--- config.mk ---
export PLATFORM = sky130hd
export DESIGN_NAME = i2s_tx_scheduler
export DESIGN_NICKNAME = d
export VERILOG_FILES = /design/src/rtl/i2s_tx_scheduler.sv
export SDC_FILE = /design/constraint.sdc
export NUM_CORES = 1
export LEC_CHECK = 0
export CAP_MARGIN = 10
export CELL_PAD_IN_SITES_DETAIL_PLACEMENT = 1
export CELL_PAD_IN_SITES_GLOBAL_PLACEMENT = 1
export CORE_AREA = 2 2 120 168
export CTS_BUF_LIST = sky130_fd_sc_hd__clkbuf_4 sky130_fd_sc_hd__clkbuf_8 sky130_fd_sc_hd__clkbuf_16
export DETAILED_ROUTE_END_ITERATION = 8
export DIE_AREA = 0 0 122 170
export PLACE_DENSITY_LB_ADDON = 0.1
export SLEW_MARGIN = 10
export SYNTH_ARGS = -nofsm -noshare
export SYNTH_HDL_FRONTEND = slang
export SYNTH_SLANG_ARGS = --single-unit
--- constraint.sdc ---
create_clock -name mclk -period 4.3 [get_ports mclk]
set_input_delay 0.86 -clock mclk [delete_from_list [all_inputs] [get_ports mclk]]
set_output_delay 0.86 -clock mclk [all_outputs]
set_load 0.02 [all_outputs]
--- src/rtl/i2s_tx_scheduler.sv ---
// i2s_tx_scheduler
//
// Transmit-side I2S frame scheduler. Follows the clock generator's
// decrementing 8-bit phase count (256 mclk per stereo frame, 4 mclk per
// bclk). Stereo sample pairs are taken through a valid/ready handshake into a
// 2-entry buffer. At each frame boundary one pair is loaded and serialised
// MSB first with the I2S one-bclk delay. sdata updates on the mclk edges that
// coincide with bclk falling. The block also sequences start/stop and
// handles underrun.
//
// Ports:
//   mclk          master clock, shared with the clock generator
//   rst           asynchronous active-high reset
//   en            transmit enable (level)
//   cnt256_n      generator phase count, decrements every mclk
//   s_valid       sample pair valid
//   s_ready       buffer can accept a pair (registered, = !full)
//   s_left        left sample, two's complement
//   s_right       right sample, two's complement
//   sdata         registered serial data to the codec
//   frame_start   one-cycle pulse when a pair (or underrun fill) is loaded
//   underrun      one-cycle pulse when a RUN boundary finds the buffer empty
//   underrun_cnt  saturating underrun count, cleared only by rst
//   running       high while in RUN
//
// state   | meaning
// --------+-----------------------------------------------------------
// S_IDLE  | sdata held 0, buffer still accepts pushes, wait for en
// S_PRIME | enabled, wait for a boundary with data in the buffer
// S_RUN   | transmitting; reload (or underrun) at every boundary

module i2s_tx_scheduler #(
    parameter int DATA_W        = 24,
    parameter int UNDERRUN_HOLD = 1
) (
    input  logic              mclk,
    input  logic              rst,
    input  logic              en,
    input  logic [7:0]        cnt256_n,
    input  logic              s_valid,
    output logic              s_ready,
    input  logic [DATA_W-1:0] s_left,
    input  logic [DATA_W-1:0] s_right,
    output logic              sdata,
    output logic              frame_start,
    output logic              underrun,
    output logic [7:0]        underrun_cnt,
    output logic              running
);

    typedef enum logic [1:0] {
        S_IDLE  = 2'd0,
        S_PRIME = 2'd1,
        S_RUN   = 2'd2
    } state_t;

    state_t state;
    state_t state_nxt;

    // Phase after the current edge; all slot decoding is done on this value.
    logic [7:0] cnt_next;
    logic       bit_edge;
    logic       boundary;

    assign cnt_next = cnt256_n - 8'd1;
    assign bit_edge = (cnt256_n[1:0] == 2'b00);
    assign boundary = (cnt_next == 8'd127);

    // Buffer
    logic [2*DATA_W-1:0] fifo_mem [2];
    logic                wr_ptr;
    logic                rd_ptr;
    logic [1:0]          fill;
    logic [1:0]          fill_nxt;
    logic                push;
    logic                pop;
    logic                starve;

    // Active and last-transmitted pairs
    logic [DATA_W-1:0] act_l;
    logic [DATA_W-1:0] act_r;
    logic [DATA_W-1:0] last_l;
    logic [DATA_W-1:0] last_r;

    logic [DATA_W-1:0] word;
    logic [31:0]       slot_vec;
    logic              slot_bit;

    assign running = (state == S_RUN);
    assign push    = s_valid && s_ready;

    // FSM state register
    always_ff @(posedge mclk or posedge rst) begin
        if (rst) begin
            state <= S_IDLE;
        end else begin
            state <= state_nxt;
        end
    end

    // FSM next state and boundary actions
    always_comb begin
        state_nxt = state;
        pop       = 1'b0;
        starve    = 1'b0;
        case (state)
            S_IDLE: begin
                if (en) begin
                    state_nxt = S_PRIME;
                end
            end
            S_PRIME: begin
                if (!en) begin
                    state_nxt = S_IDLE;
                end else if (boundary && (fill != 2'd0)) begin
                    pop       = 1'b1;
                    state_nxt = S_RUN;
                end
            end
            S_RUN: begin
                // en is only sampled at the boundary so a frame always completes
                if (boundary) begin
                    if (!en) begin
                        state_nxt = S_IDLE;
                    end else if (fill != 2'd0) begin
                        pop = 1'b1;
                    end else begin
                        starve = 1'b1;
                    end
                end
            end
            default: begin
                state_nxt = S_IDLE;
            end
        endcase
    end

    always_comb begin
        fill_nxt = fill;
        if (push && !pop) begin
            fill_nxt = fill + 2'd1;
        end else if (pop && !push) begin
            fill_nxt = fill - 2'd1;
        end
    end

    // Pointers and occupancy; s_ready is the registered !full so a pop
    // while full frees a slot only from the next cycle on.
    always_ff @(posedge mclk or posedge rst) begin
        if (rst) begin
            wr_ptr  <= 1'b0;
            rd_ptr  <= 1'b0;
            fill    <= 2'd0;
            s_ready <= 1'b1;
        end else begin
            if (push) begin
                wr_ptr <= !wr_ptr;
            end
            if (pop) begin
                rd_ptr <= !rd_ptr;
            end
            fill    <= fill_nxt;
            s_ready <= (fill_nxt != 2'd2);
        end
    end

    always_ff @(posedge mclk) begin
        if (push) begin
            fifo_mem[wr_ptr] <= {s_left, s_right};
        end
    end

    // Left-justify the sample in a 32-slot word: slot p lands on bit 31-p,
    // which is exactly cnt_next[6:2]. Slot 0 and slots past DATA_W read 0.
    assign word     = cnt_next[7] ? act_r : act_l;
    assign slot_vec = 32'(word) << (31 - DATA_W);
    assign slot_bit = slot_vec[cnt_next[6:2]];

    always_ff @(posedge mclk or posedge rst) begin
        if (rst) begin
            act_l        <= '0;
            act_r        <= '0;
            last_l       <= '0;
            last_r       <= '0;
            sdata        <= 1'b0;
            frame_start  <= 1'b0;
            underrun     <= 1'b0;
            underrun_cnt <= 8'd0;
        end else begin
            frame_start <= pop || starve;
            underrun    <= starve;
            if (pop) begin
                {act_l, act_r}   <= fifo_mem[rd_ptr];
                {last_l, last_r} <= fifo_mem[rd_ptr];
            end else if (starve) begin
                if (UNDERRUN_HOLD != 0) begin
                    act_l <= last_l;
                    act_r <= last_r;
                end else begin
                    act_l <= '0;
                    act_r <= '0;
                end
                if (underrun_cnt != 8'hFF) begin
                    underrun_cnt <= underrun_cnt + 8'd1;
                end
            end
            // Boundary edge is slot 0, so the reload above never races the bit.
            if (bit_edge) begin
                sdata <= (state == S_RUN) && slot_bit;
            end
        end
    end

endmodule

* Word-level counts from Yosys, hierarchy flattened
Memory sizes are Yosys's and may differ from the RTL's.
Cells that the tools add are included.
W data, S select, Z words.
** Storage, ports and cells
- Bits in latches :: 0
- Memories :: 1
- RAM bits :: 96
- Logic and storage cells :: 72
- Register bits :: 114
- Bits in read-only memories :: 0
- Input port bits :: 60
** Cells by class
- Bitwise logic cells :: 1
- Equality and inequality tests :: 9
- Shift-type cells :: 0
- Multipliers :: 0
- $add $sub $neg :: 4
- $lt $le $gt $ge :: 1
- Mux-type cells :: 27
- Divide/modulo/power cells :: 0
- Reductions and logical operators :: 16
** Memory list
- fifo_mem :: words 2, bits a word 48, rd ports 1, clocked after Yosys merged registers in 0, wr ports 1, line 70 : logic [2*DATA_W-1:0] fifo_mem [2];
** Operator list (number)
- $mux W24 :: 5
- $mux W2 :: 7
- $mux W1 :: 12
- $add A8 B1 Y8 const B :: 1
- $eq A8 B7 Y1 const B :: 1
- $ne A8 B8 Y1 const B :: 1
- $sub A8 B1 Y8 const B :: 1
- $lt A5 B6 Y1 const B :: 1
- $ne A2 B2 Y1 const B :: 3
- $pmux W2 S3 :: 1
- $bmux W1 S5 :: 1
- $logic_and A1 B1 Y1 :: 5
- $logic_not A1 Y1 :: 4
- $logic_not A2 Y1 :: 2
- $reduce_and A4 Y1 :: 1
- $reduce_bool A2 Y1 :: 2
- $ne A3 B3 Y1 const B :: 1
- $reduce_and A3 Y1 :: 1
- $add A2 B1 Y2 const B :: 1
- $eq A2 B1 Y1 const B :: 1
- $eq A2 B2 Y1 const B :: 1
- $ne A2 B1 Y1 const B :: 1
- $pmux W1 S2 :: 1
- $sub A2 B1 Y2 const B :: 1
- 2 further kinds :: 2

* Longest topological paths before layout
Gate-level depths: netlist of the first run.
- Depth in word-level cells :: 10
- Gate-level depth with buffers :: 10
- Mapped depth without buffers :: 8

* Worst setup path before layout of the first run
OpenSTA, ideal clock, no wires.
- Kind :: input -> register
- From :: input port s_valid
- To :: memory fifo_mem[0][0] (netlist bit) (enable)
- Path buffers :: 0
- Library setup time :: 0.454 ns
- Stages :: 2
- Setup slack :: 0.842 ns
- Arrival time :: 3.004 ns
- Cells stage by stage :: nand2_1 -> nor2_1
** On the way
- Word-level cells in the longest chain between the ends :: 3
** RTL lines
- from (decl) :: line 40 : input logic s_valid,
- $logic_and A1 B1 Y1 :: line 90 : assign push = s_valid && s_ready;
- $mux W1 :: line 168 : if (push) begin
- $mux W1 (implied by the code) :: line 169 : fifo_mem[wr_ptr] <= {s_left, s_right};
- to (decl) :: line 70
Every way passes these cells.

* Final worst setup path of the first run
- From :: input port cnt256_n[1]
- To :: register sdata
** On the way
- Word-level cells in the longest chain between the ends :: 5
** RTL lines
- from (decl) :: line 39 : input logic [7:0] cnt256_n,
- $sub A8 B1 Y8 :: line 65 : assign cnt_next = cnt256_n - 8'd1;
- $mux W24 :: line 175 : assign word = cnt_next[7] ? act_r : act_l;
- $bmux W1 S5 :: line 177 : assign slot_bit = slot_vec[cnt_next[6:2]];
- $mux W1 (implied by the code) :: line 177
- $logic_and A1 B1 Y1 :: line 209 : sdata <= (state == S_RUN) && slot_bit;
- to (signal assigned) :: line 209
- to (decl) :: line 44 : output logic sdata,
Parallel ways exist; a longest one is shown, timed or not. The select of a mux whose other input is x is not followed.
A chain may end at the register's enable or synchronous reset.

==> impl_metrics.env, run 1 <==
export IMPL_routed_wl_mm=17.62
export IMPL_path_max_fanout=15
export IMPL_hold_class="reg -> reg"
export IMPL_die_w_um=122
export IMPL_areaGrowthSynthToFinish_pct=20.12
export IMPL_place_worst_setup_slack_ps=529.3
export IMPL_power_density_mw_per_mm2=480.7
export IMPL_dieArea_sq_mm=0.02074
export IMPL_hold_start="underrun_cnt[6]"
export IMPL_critPathBufInv=1
export IMPL_cap_violations=0
export IMPL_fin_ws_ps=1046
export IMPL_cts_buffer_depth=3
export IMPL_path_class="in -> reg"
export IMPL_viasPerCell=5.291
export IMPL_cp_data_required_time_ps=4650
export IMPL_cts_hold_buf=0
export IMPL_max_stage_delay_ps=550
export IMPL_yosys_cell_types_count=61
export IMPL_reg2reg_depth=7
export IMPL_fin_worst_skew_ps=9.099
export IMPL_finalPower_uw=4920
export IMPL_grt_usage_pct=17.79
export IMPL_cp_end_kind="flop"
export IMPL_final_antenna_net_count=0
export IMPL_synth_area_top_cells="edfxtp_1, dfrtp_1, mux2i_1"
export IMPL_cts_tree="built"
export IMPL_arrival_ps=3610
export IMPL_yosysTopAreaCellShare_pct=33.83
export IMPL_gp_congestion=0.8028
export IMPL_antenna_cells=0
export IMPL_slew_headroom_pct=23.54
export IMPL_clock_latency_ps=490
export IMPL_cts_resized_gates=0
export IMPL_core_area_sq_mm=0.01914
export IMPL_grt_max_degree=68
export IMPL_ys_seq_elements=210
export IMPL_ys_flop_type="dfrtp_1"
export IMPL_r2r_start="state[1]"
export IMPL_final_hold_worst_slack_ps=498.0
export IMPL_ys_async_sr_fraction_pct=54.29
export IMPL_timing_reg2reg_setup_slack_ps=1940
export IMPL_crit_path_top_delay_cell="clkdlybuf4s50_1"
export IMPL_synth_edf_count=96
export IMPL_grt_pass1_wl_mm=29.08
export IMPL_rsz0062_at_grt="false"
export IMPL_leakage_uw=0.004125
export IMPL_finalHoldViolCount=0
export IMPL_drc_errors=0
export IMPL_root_buffer="clkbuf_16"
export IMPL_synthCells=589
export IMPL_drive_above_1_share_pct=16.05
export IMPL_worstReg2RegEnd="act_r[21]"
export IMPL_yosysWarnings=0
export IMPL_hold_path_end="underrun_cnt[6]"
export IMPL_status="finished, final reports clean"
export IMPL_period_needed_ps=3254
export IMPL_mostFrequentLayoutCells="dfrtp_1, edfxtp_1, clkdlybuf4s50_1, mux2i_1, nor2_1"
export IMPL_post_drt_wl_per_cell_um=19.01
export IMPL_synthesis_nets=654
export IMPL_synth_area_sq_mm=0.008521
export IMPL_drv_slew=0
export IMPL_initial_utilization_pct=44.51
export IMPL_hold_depth=1
export IMPL_pin_count=73
export IMPL_setup_viol_count_final=0
export IMPL_ys_seq_area_share_pct=67.33
export IMPL_finalSetupTns_ps=0
export IMPL_htreeDepth=1
export IMPL_cp_top_family="simple AND/OR/NAND/NOR gates"
export IMPL_path_clk_slew_ps=70
export IMPL_drt_iter0_markers=209
export IMPL_num_rows=60
export IMPL_cts_sinks=210
export IMPL_dieHeight_um=170
export IMPL_fmax_mhz=307.3
export IMPL_hpwl_mm=11.80
export IMPL_synth_area_per_cell_sq_um=14.47
export IMPL_worstPathCellList="clkdlybuf4s50_1, nor4_4, a21boi_2, nor2_4, mux4_1, a211o_1, a31oi_1, o41ai_2"
export IMPL_grt_ovfl_total=0
export IMPL_io_buffer_count=72
export IMPL_first_global_vias=5474
export IMPL_final_nets=730
export IMPL_antenna_found_initial=0
export IMPL_worst_setup_path_start_kind="input port"
export IMPL_drt_first_pass_iters=5
export IMPL_peakVddDrop_mv=0.3136
export IMPL_worst_pin_slew_ps=1147
export IMPL_yosys_area_top_type="edfxtp_1"
export IMPL_post_cts_buffers=0
export IMPL_fin_crit_sh_pct=75.68
export IMPL_cts_buffers_inserted=21
export IMPL_vias=4905
export IMPL_final_common_cell="dfrtp_1"
[stage by stage]
step                cells  instance area (sq um)  util (%)
finish                927                  10230     53.46
global route          927                  10230     53.46
CTS                   927                  10230     53.46
detailed placement    890                   9530     49.78
global placement      890                   9530     49.78
floorplan             589                   8521         -
[cell usage after synthesis, types with 2 or more instances]
cell         n
edfxtp_1    96
buf_2       13
xnor2_1     11
nand2b_1     2
nor2_1      61
mux2i_1     63
a211o_1      2
maj3_1       2
dfrtp_1    113
xor2_1       2
o311a_1      2
mux4_1       2
nand3_1      7
nand2_1      7
o2111ai_1    3
and4_1       2
a211oi_1     2
and3_1       3
a31oi_1      3
and2_1       3
nor2b_1      4
o21ai_0     11
nand4_1      5
ha_1         5
or3_1        3
clkbuf_1     9
mux2_2      50
a21oi_1     54
buf_1        2
inv_1        8
buf_4        6
nor3_1       4
[power breakdown]
| part | internal [uW] | total [uW] | switching [uW] |
|---|---|---|---|
| clock network | 1140 | 1870 | 731 |
| registers | 2390 | 2470 | 79.0 |
| logic | 221 | 582 | 361 |
[cell families (layout without fill, tap and decap cells)]
family,count (synthesis),count (layout),share of synthesized area (%)
AO/OA/AOI/OAI,95,95,6.887
XOR/XNOR,13,13,1.336
adder cells (fa/ha/maj),7,7,0.9692
buffers and inverters,40,130,2.305
flip-flops,210,210,67.33
multiplexers,116,116,14.89
AND/OR/NAND/NOR,108,108,6.285
[state kept, by name, summed over array words and instances, names as in the netlist]
register / count
act_l: 24
act_r: 24
fifo_mem: 96
fill: 2
frame_start: 1
last_l: 24
last_r: 24
rd_ptr: 1
s_ready: 1
sdata: 1
state: 2
underrun: 1
underrun_cnt: 8
wr_ptr: 1
[cell type report]
type | count | area (sq um)
inverters | 9 | 36.28
clock inverters | 9 | 113.9
fillers | 1849 | 8909
repair buffers | 84 | 848.3
flip-flops and latches | 210 | 5738
clock buffers | 28 | 590.6
multi-input cells | 339 | 2597
well taps | 248 | 310.3
[how the worst max path moves through the flow]
stage / endpoint / start / slack [ps] / cells after the start
floorplan: act_l[0] / rst / 430 / 1
global placement: sdata / cnt256_n[1] / 620 / 8
detailed placement: sdata / cnt256_n[1] / 530 / 8
CTS: sdata / cnt256_n[1] / 1030 / 8
global route: sdata / cnt256_n[1] / 860 / 8
finish: sdata / cnt256_n[1] / 1050 / 8
[per-layer routing]
| layer | part of all wire, % | GRT usage (%) |
|---|---|---|
| met1 | 43 | 22.46 |
| met2 | 51 | 31.72 |
| met3 | 3.7 | 2.547 |
| met4 | 2.3 | 4.948 |
| met5 | 0 | 0 |
Power figures use the tool's default switching activity.
==> inputs of run 2 (changes only) <==
--- a/config.mk
+++ b/config.mk
@@ -8,10 +8,10 @@
 export CAP_MARGIN = 10
 export CELL_PAD_IN_SITES_DETAIL_PLACEMENT = 1
 export CELL_PAD_IN_SITES_GLOBAL_PLACEMENT = 1
-export CORE_AREA = 2 2 120 168
+export CORE_AREA = 2 2 122 172
 export CTS_BUF_LIST = sky130_fd_sc_hd__clkbuf_4 sky130_fd_sc_hd__clkbuf_8 sky130_fd_sc_hd__clkbuf_16
 export DETAILED_ROUTE_END_ITERATION = 8
-export DIE_AREA = 0 0 122 170
+export DIE_AREA = 0 0 124 174
 export PLACE_DENSITY_LB_ADDON = 0.1
 export SLEW_MARGIN = 10
 export SYNTH_ARGS = -nofsm -noshare
==> constraint.sdc (replaced) <==
create_clock -name mclk -period 2.8 [get_ports mclk]
set_input_delay 0.56 -clock mclk [delete_from_list [all_inputs] [get_ports mclk]]
set_output_delay 0.56 -clock mclk [all_outputs]
set_load 0.02 [all_outputs]
==> impl_metrics.env, run 2 (synthesis gave the netlist of run 1 again) <==
export IMPL_drt_first_pass_iters=4
export IMPL_core_area_sq_mm=0.02017
export IMPL_critPathBufInv=5
export IMPL_timing_reg2reg_setup_slack_ps=680
export IMPL_htreeDepth=1
export IMPL_final_common_cell="dfrtp_1"
export IMPL_io_buffer_count=72
export IMPL_die_w_um=124
export IMPL_multiInputGateArea_sq_mm=0.002605
export IMPL_power_density_mw_per_mm2=702.7
export IMPL_areaGrowthSynthToFinish_pct=24.13
export IMPL_fin_worst_skew_ps=11.97
export IMPL_grt_ovfl_total=0
export IMPL_setup_viol_count_final=0
export IMPL_path_class="in -> reg"
export IMPL_pin_count=73
export IMPL_cts_buffers_inserted=21
export IMPL_num_rows=62
export IMPL_largest_reg_flops=96
export IMPL_post_drt_wl_per_cell_um=18.43
export IMPL_cts_buffer_depth=3
export IMPL_switching_share_pct=24.56
export IMPL_cp_end_kind="flop"
export IMPL_path_max_fanout=44
export IMPL_antenna_found_initial=0
export IMPL_rsz0062_at_grt="true"
export IMPL_hold_class="in -> async"
export IMPL_final_nets=765
export IMPL_status="finished, final reports clean"
export IMPL_final_antenna_net_count=0
export IMPL_seq_area_sq_mm=0.005738
export IMPL_grt_usage_pct=17.42
export IMPL_drive_above_1_share_pct=20.98
export IMPL_vias=5085
export IMPL_cts_sinks=210
export IMPL_largest_register="fifo_mem"
export IMPL_mostFrequentLayoutCells="dfrtp_1, edfxtp_1, clkdlybuf4s50_1, mux2i_1, nor2_1"
export IMPL_grt_max_degree=50
export IMPL_worstPathCellList="clkdlybuf4s50_1, buf_4, nor4_4, buf_4, and3_1, o2111a_2, buf_4, buf_12, a21oi_1, mux2_2"
export IMPL_leakage_uw=0.004306
export IMPL_path_clk_slew_ps=60
export IMPL_hpwl_mm=12.43
export IMPL_routed_wl_mm=17.89
export IMPL_max_stage_delay_ps=510
export IMPL_root_buffer="clkbuf_16"
export IMPL_final_util_pct=52.44
export IMPL_clock_latency_ps=500
export IMPL_dieHeight_um=174
export IMPL_worst_setup_path_start_kind="input port"
export IMPL_gp_congestion=0.8077
export IMPL_cts_tree="built"
export IMPL_fmax_mhz=374.3
export IMPL_drt_iter0_markers=241
export IMPL_cts_hold_buf=0
export IMPL_cpMostUsedCell="buf_4"
export IMPL_cp_top_family="buffers and inverters"
export IMPL_power_share_combinational_pct=13.1
export IMPL_period_needed_ps=2671
export IMPL_worst_pin_slew_ps=524.2
export IMPL_peakVddDrop_mv=0.5661
export IMPL_grt_pass1_wl_mm=29.66
export IMPL_drv_slew=0
export IMPL_finalSetupTns_ps=0
export IMPL_drc_errors=0
export IMPL_fin_crit_sh_pct=95.40
export IMPL_cap_violations=0
export IMPL_slew_headroom_pct=64.98
export IMPL_finalHoldViolCount=0
export IMPL_p_int_uw=5607
export IMPL_initial_utilization_pct=42.25
export IMPL_cp_data_required_time_ps=3190
export IMPL_fin_ws_ps=128.7
export IMPL_viasPerCell=5.237
export IMPL_p_clk_share_pct=36.2
export IMPL_nFillCells=1981
export IMPL_place_worst_setup_slack_ps=-379.3
export IMPL_antenna_cells=0
export IMPL_switchingPower_uw=1825
export IMPL_first_global_vias=5622
export IMPL_seqPwrFrac_pct=50.7
export IMPL_crit_path_top_delay_cell="clkdlybuf4s50_1"
export IMPL_dieArea_sq_mm=0.02158
export IMPL_arrival_ps=3060
[run 2: cell count changes in the layout (fill, tap and decap cells not counted)]
cell        delta
buf_4         +27
clkinvlp_4     +2
bufinv_16      -2
clkinv_2       +6
inv_4          -1
a21oi_2        +2
clkbuf_4       -2
a21oi_1        -2
buf_12         +8
inv_6          +1
clkinv_1       -3
[run 2: routing by layer]
layer	vias to the layer above	track usage (%)	wire, um	part of all wire (%)
met4	0	5.290	379	2.1
met2	88	30.43	9419	53
met3	23	2.493	672	3.8
met1	2571	22.19	7422	41
li1	2403	-	-	-
met5	-	0	0	0
[run 2: power groups by stage]
stage	registers (uW)	logic, uW	clock network [uW]
final	3770	971	2690
after global routing	3810	1080	2910
after CTS	3780	993	2800
after detailed placement	3830	983	0
after global placement	3810	927	0
after floorplan	3820	549	0
[run 2: layout make-up]
class / count / share of cell area [%]
sequential: 210 / 54.25
multi-input combinational: 339 / 24.63
timing repair buffer: 119 / 11.45
clock buffer: 26 / 5.442
tap: 256 / 3.029
clock inverter: 12 / 0.8399
inverter: 9 / 0.3549
[run 2: worst register-to-register path, stage by stage, from the launching register on]
cell and delay [ps]:
dfrtp_1 380, inv_1 80, ha_1 300, nor2b_1 190, o2111a_2 280, buf_4 140, buf_12 200, a21oi_1 160
mux2_2 280
[run 2: path summary, 6_finish.rpt]
| kind | startpoint | endpoint | depth (start not counted) |
|---|---|---|---|
| setup / recovery | cnt256_n[0] | act_r[1] | 10 |
| hold / removal | rst | last_l[15] | 2 |
| setup reg to reg | state[0] | act_r[1] | 8 |
| hold reg to reg | act_r[21] | act_r[21] | 1 |
| max in group asynchronous | rst | s_ready | 3 |
| min in group mclk | act_r[21] | act_r[21] | 1 |
[run 2: repair_timing]
item | 4_1_cts | 5_1_grt
setup buffers | 0 | 0
resized for setup | 0 | 2
setup endpoints to repair | 0 | 1
[run 2: per-stage QoR]
step / hold slack (ps) / power (uW) / instance area, sq um / std cells
global route: 484.1 / 7799 / 10580 / 971
floorplan: 472.0 / 4366 / 8527 / 589
detailed placement: 494.1 / 4817 / 9905 / 933
CTS: 452.2 / 7565 / 10570 / 971
finish: 455.4 / 7432 / 10580 / 971
global placement: 477.4 / 4738 / 9905 / 933
